File: src/rtl/pn_spread_ctrl.sv
// Direct-sequence spreading controller: spreads each accepted data bit over one
// full 31-chip period of a 5-stage m-sequence (1+x^2+x^5), chips paced by CHIP_DIV.
module pn_spread_ctrl #(
   parameter int unsigned CHIP_DIV = 1,
   parameter logic [4:0]  SEED     = 5'h1F
) (
   input  logic       clk_1m,
   input  logic       rst,
   input  logic       en,
   input  logic       bit_data,
   input  logic       bit_valid,
   output logic       bit_ready,
   output logic       chip_out,
   output logic       pn_chip,
   output logic       chip_stb,
   output logic       bit_start,
   output logic       active,
   output logic [7:0] underrun_cnt
);

   localparam int unsigned DIV_W = (CHIP_DIV > 1) ? $clog2(CHIP_DIV) : 1;
   localparam logic [DIV_W-1:0] DIV_LAST = DIV_W'(CHIP_DIV - 1);
   localparam logic [4:0] SEED_EFF  = (SEED == 5'h00) ? 5'h1F : SEED;
   localparam logic [4:0] CHIP_LAST = 5'd30;
   localparam logic [7:0] UND_MAX   = 8'hFF;

   localparam logic [0:0] S_IDLE = 1'b0;
   localparam logic [0:0] S_RUN  = 1'b1;

   logic [0:0]       state_q, state_d;
   logic [4:0]       lfsr_q, lfsr_d;
   logic [4:0]       chip_idx_q, chip_idx_d;
   logic [DIV_W-1:0] div_q, div_d;
   logic             bit_q, bit_d;
   logic             chip_out_q, chip_out_d;
   logic             pn_q, pn_d;
   logic             stb_q, stb_d;
   logic             bstart_q, bstart_d;
   logic             active_q, active_d;
   logic [7:0]       und_q, und_d;
   logic             ready_c;
   logic [4:0]       lfsr_step_c;

   assign lfsr_step_c = {lfsr_q[3:0], lfsr_q[1] ^ lfsr_q[4]};

   // Output regs hold the values for the cycle that follows the edge
   always_ff @(posedge clk_1m) begin
      if (rst) begin
         state_q    <= S_IDLE;
         lfsr_q     <= SEED_EFF;
         chip_idx_q <= 5'd0;
         div_q      <= '0;
         bit_q      <= 1'b0;
         chip_out_q <= 1'b0;
         pn_q       <= 1'b0;
         stb_q      <= 1'b0;
         bstart_q   <= 1'b0;
         active_q   <= 1'b0;
         und_q      <= 8'd0;
      end else begin
         state_q    <= state_d;
         lfsr_q     <= lfsr_d;
         chip_idx_q <= chip_idx_d;
         div_q      <= div_d;
         bit_q      <= bit_d;
         chip_out_q <= chip_out_d;
         pn_q       <= pn_d;
         stb_q      <= stb_d;
         bstart_q   <= bstart_d;
         active_q   <= active_d;
         und_q      <= und_d;
      end
   end

   always_comb begin
      state_d    = state_q;
      lfsr_d     = lfsr_q;
      chip_idx_d = chip_idx_q;
      div_d      = div_q;
      bit_d      = bit_q;
      chip_out_d = chip_out_q;
      pn_d       = pn_q;
      stb_d      = 1'b0;
      bstart_d   = 1'b0;
      und_d      = und_q;
      ready_c    = 1'b0;

      case (state_q)
         S_IDLE: begin
            ready_c    = en;
            pn_d       = 1'b0;
            chip_out_d = 1'b0;
            if (en && bit_valid) begin
               state_d    = S_RUN;
               lfsr_d     = SEED_EFF;
               bit_d      = bit_data;
               chip_idx_d = 5'd0;
               div_d      = '0;
               stb_d      = 1'b1;
               bstart_d   = 1'b1;
               pn_d       = SEED_EFF[4];
               chip_out_d = bit_data ^ SEED_EFF[4];
            end
         end
         S_RUN: begin
            if (div_q == DIV_LAST) begin
               lfsr_d = lfsr_step_c;
               div_d  = '0;
               if (chip_idx_q == CHIP_LAST) begin
                  // Bit boundary: the stepped LFSR is back at SEED, so no reload
                  ready_c    = en;
                  chip_idx_d = 5'd0;
                  if (en && bit_valid) begin
                     bit_d      = bit_data;
                     stb_d      = 1'b1;
                     bstart_d   = 1'b1;
                     pn_d       = lfsr_step_c[4];
                     chip_out_d = bit_data ^ lfsr_step_c[4];
                  end else begin
                     state_d    = S_IDLE;
                     pn_d       = 1'b0;
                     chip_out_d = 1'b0;
                     if (en && (und_q != UND_MAX)) begin
                        und_d = und_q + 8'd1;
                     end
                  end
               end else begin
                  chip_idx_d = chip_idx_q + 5'd1;
                  stb_d      = 1'b1;
                  pn_d       = lfsr_step_c[4];
                  chip_out_d = bit_q ^ lfsr_step_c[4];
               end
            end else begin
               div_d = DIV_W'(div_q + 1'b1);
            end
         end
         default: state_d = S_IDLE;
      endcase

      active_d = (state_d == S_RUN);
   end

   assign bit_ready    = ready_c & ~rst;
   assign chip_out     = chip_out_q;
   assign pn_chip      = pn_q;
   assign chip_stb     = stb_q;
   assign bit_start    = bstart_q;
   assign active       = active_q;
   assign underrun_cnt = und_q;

endmodule

File: config.mk
export PLATFORM = sky130hd
export DESIGN_NAME = pn_spread_ctrl
export DESIGN_NICKNAME = d
export VERILOG_FILES = /design/src/rtl/pn_spread_ctrl.sv
export SDC_FILE = /design/constraint.sdc
export NUM_CORES = 1
export LEC_CHECK = 0
export BUFFER_PORTS_ARGS = -buffer_cell sky130_fd_sc_hd__clkbuf_2
export CORE_ASPECT_RATIO = 1.2
export CORE_MARGIN = 5
export CORE_UTILIZATION = 35
export DETAILED_ROUTE_END_ITERATION = 10
export GPL_TIMING_DRIVEN = 1
export SYNTH_ARGS = -nofsm -noshare
export SYNTH_HDL_FRONTEND = slang
export SYNTH_SLANG_ARGS = --single-unit
File: constraint.sdc
create_clock -name clk_1m -period 1.8 [get_ports clk_1m]
set_input_delay 0 -clock clk_1m [delete_from_list [all_inputs] [get_ports clk_1m]]
set_output_delay 0 -clock clk_1m [all_outputs]
set_load 0.01 [all_outputs]
==> flow_summary_export.csv <==
group,metric,value,unit
critical_path,reg2reg_from,"chip_idx_q[0]",
timing,setup_violations,0,
synth,syn_area_per_cell,8.855,um^2
synth,synth_area,0.001036,mm^2
power_and_ir_drop,vdd_drop_max,0.0003141,V
cells_and_area,postLayoutCoreUtil,0.4557,
power_and_ir_drop,p_leak,0.0004882,uW
global_route,track_usage,0.1108,
critical_path,worstPathArrival,1.98,ns
critical_path,r2r_setup_slack,0.07,ns
min_path,min_to,"bit_q",
synth,synth_edf_count,0,
critical_path,worstPathRequired,2.05,ns
global_route,grt_max_degree,25,
critical_path,criticalPathCategory,"register to register",
timing,finalWorstPathRequiredPeriod,1.734,ns
detailed_routing,drt_iter0_drc,42,
timing,period_share,0.9636,
cells_and_area,layout-area-overhead-vs-synth,23.67,%
place,dpl.hpwl,1.566,mm
place,io_buffers,18,
synth,syn-num-nets,125,
critical_path,critPathSlowestCell,"or4_1",
critical_path,end_kind,"register",
floorplan,num_rows,21,
timing,maxSlewViolCount,0,
floorplan,core,0.002811,mm^2
cells_and_area,final_common_cell,"dfxtp_1",
synth,ys_types,31,
cells_and_area,final_cell_mix,"dfxtp_1, clkbuf_2, a21oi_1, nand2_1, nor2_1",
critical_path,worst-path-buf-inv,1,
cells_and_area,nNetsFinal,154,
synth,synthArstFlopShare,0,
min_path,worstHoldStart,"en",
critical_path,path_depth,6,
cells_and_area,final_layout_size_suffix_gt1_frac,0.2621,
clocking,clock_path_buffers,2,
run_status,status,"finished clean",
timing,worstMarginPinSlew,0.4620,ns
clocking,cts_sinks,23,
floorplan,die_y,69.60,um
timing,hold_ws,0.01855,ns
global_route,grt_pass1_wl,3.746,mm
timing,timing.fmax,0.5766,GHz
flow_run,max-cap-violations,0,
synth,synth_cells,117,
timing,fin_tns_setup,0,ns
critical_path,crit_chain,"inv_2 > ha_4 > and4_4 > o2111ai_4 > or4_1 > a21oi_1",
detailed_routing,drcViolationCount,0,
synth,yosysWarnings,0,
timing,hold_viol,0,
critical_path,slowest_delay,0.55,ns
critical_path,start_kind,"register",
floorplan,fp.dieW,59.67,um
synth,synth-xor-area-share,0.01691,
power_and_ir_drop,cellPowerDensity,666.1,mW/mm^2
detailed_routing,dr.pass1.iters,4,
global_route,grt_pass1_vias,863,
clocking,clock_latency,0.31,ns
global_route,overflow,0,
clocking,cts_tree,"yes",
synth,synth_top_family_by_area,"simple AND/OR/NAND/NOR gates",
detailed_routing,via_count,956,
synth,synth_simple_gate_area_share,0.2524,
detailed_routing,post_drt_via_cell_ratio,5.341,
synth,synth_flop_cell,"dfxtp_1",
min_path,hold_path.class,"input pin to register",
global_route,antenna_found_initial,0,
critical_path,crit_family,"simple AND/OR/NAND/NOR gates",
timing,max_slew_margin,0.6920,
floorplan,dieArea,0.004153,mm^2
floorplan,io_pins,19,
detailed_routing,wirelength,2.344,mm
synth,synthMuxAreaShare,0.009662,
critical_path,r2r-end,"underrun_cnt[7]",
cells_and_area,num_antenna_cells,0,
detailed_routing,wl_per_cell,13.09,um
timing,fin_worst_skew,0.007404,ns
critical_path,cp_max_fo,5,
clocking,clkTransAtPathRegs,0.13,ns
min_path,holdPathStages,3,
clocking,cts.htree.levels,1,
synth,synth_seq_area_share,0.4444,
critical_path,r2r_cells,6,
synth,synth_compound_area_frac,0.2041,
detailed_routing,ant_nets,0,
critical_path,worstSetupStartpoint,"chip_idx_q[0]",
clocking,cts_inserted_buffers,3,
clocking,cts-root-buf,"clkbuf_4",
synth,synthAdderAreaFrac,0.03623,
place,gp_congestion,0.7594,
synth,synth_seq_cells,23,
floorplan,start_util,0.3685,
## worst register-to-register path, cell delays in order, from the launching register on
cell and delay, ns:
dfxtp_2 0.36, inv_2 0.08, ha_4 0.14, and4_4 0.27
o2111ai_4 0.15, or4_1 0.55, a21oi_1 0.13
## cell families after synthesis
logic type	Yosys count
AOI/OAI and AO/OA	31
muxes	1
and+or+nand+nor	50
adders and majority gates	3
buffers and inverters	7
DFF	23
xor gates and xnor gates	2
## per-layer routing
metal,vias up,wire (um),global-route usage
met4,0,0,0.03448
met1,437,985,0.1416
met2,29,1204,0.1755
met3,0,155,0.03166
met5,-,0,0
li1,490,-,-
## sequential cells by signal (all words and copies together) (netlist names)
register,flops
chip_out,1
lfsr_q,5
pn_chip,1
bit_q,1
chip_idx_q,5
chip_stb,1
underrun_cnt,8
bit_start,1
## metrics by stage
step / cell area, um^2 / instances / setup WS [ns] / total power (uW)
2_1_floorplan: 1036 / 117 / 0.1956 / 583.8
3_3_place_gp: 1165 / 168 / 0.1027 / 610.8
3_5_place_dp: 1165 / 168 / 0.03589 / 612.2
4_1_cts: 1215 / 174 / 0.001138 / 855.2
5_1_grt: 1281 / 179 / -0.009720 / 898.6
6_report: 1281 / 179 / 0.06558 / 853.4
## cell type report
cell class                      instances  area, um^2
Clock buffer                            3       22.52
Clock inverter                          1       5.005
Fill cell                             269        1530
Inverter                                3       11.26
Multi-Input combinational cell         88       574.3
Sequential cell                        23       462.9
Tap cell                               34       42.54
Timing Repair Buffer                   27       162.7
## worst max-delay path by stage
stage	endpoint
6_report	underrun_cnt[7]
5_1_grt	underrun_cnt[7]
4_1_cts	underrun_cnt[5]
3_5_place_dp	underrun_cnt[5]
3_3_place_gp	underrun_cnt[7]
2_1_floorplan	underrun_cnt[4]
## synth_stat cells, drive strengths merged, types with 2 or more instances
library cell / number / area, um^2
a21oi: 12 / 60.06
buf: 2 / 18.77
clkbuf: 2 / 7.510
dfxtp: 23 / 460.4
ha: 3 / 37.54
inv: 3 / 11.26
nand2: 10 / 37.54
nand2b: 5 / 31.28
nand3: 7 / 35.03
nand4: 4 / 25.02
nor2: 9 / 33.78
nor2b: 2 / 12.51
nor3: 4 / 20.02
o21ai: 5 / 25.02
o22ai: 4 / 25.02
o31ai: 3 / 22.52
or3: 3 / 18.77
or4: 3 / 22.52
xor2: 2 / 17.52
## power by group
group | total, uW | switching (uW) | internal, uW
clock network | 239 | 156 | 82.9
registers | 529 | 8.56 | 520
logic | 85.8 | 51.0 | 34.8
total | 853 | 216 | 638
## what timing repair did
item | in CTS | in global routing
cloned | 0 | 1
endpoints found under the hold margin | 1 | 0
gates resized for setup | 1 | 7
endpoints found under the setup margin | 1 | 9
pin swaps | 0 | 4
hold buffers | 2 | 0
setup buffers | 0 | 4
No activity file was read; power rests on OpenSTA's default activity.
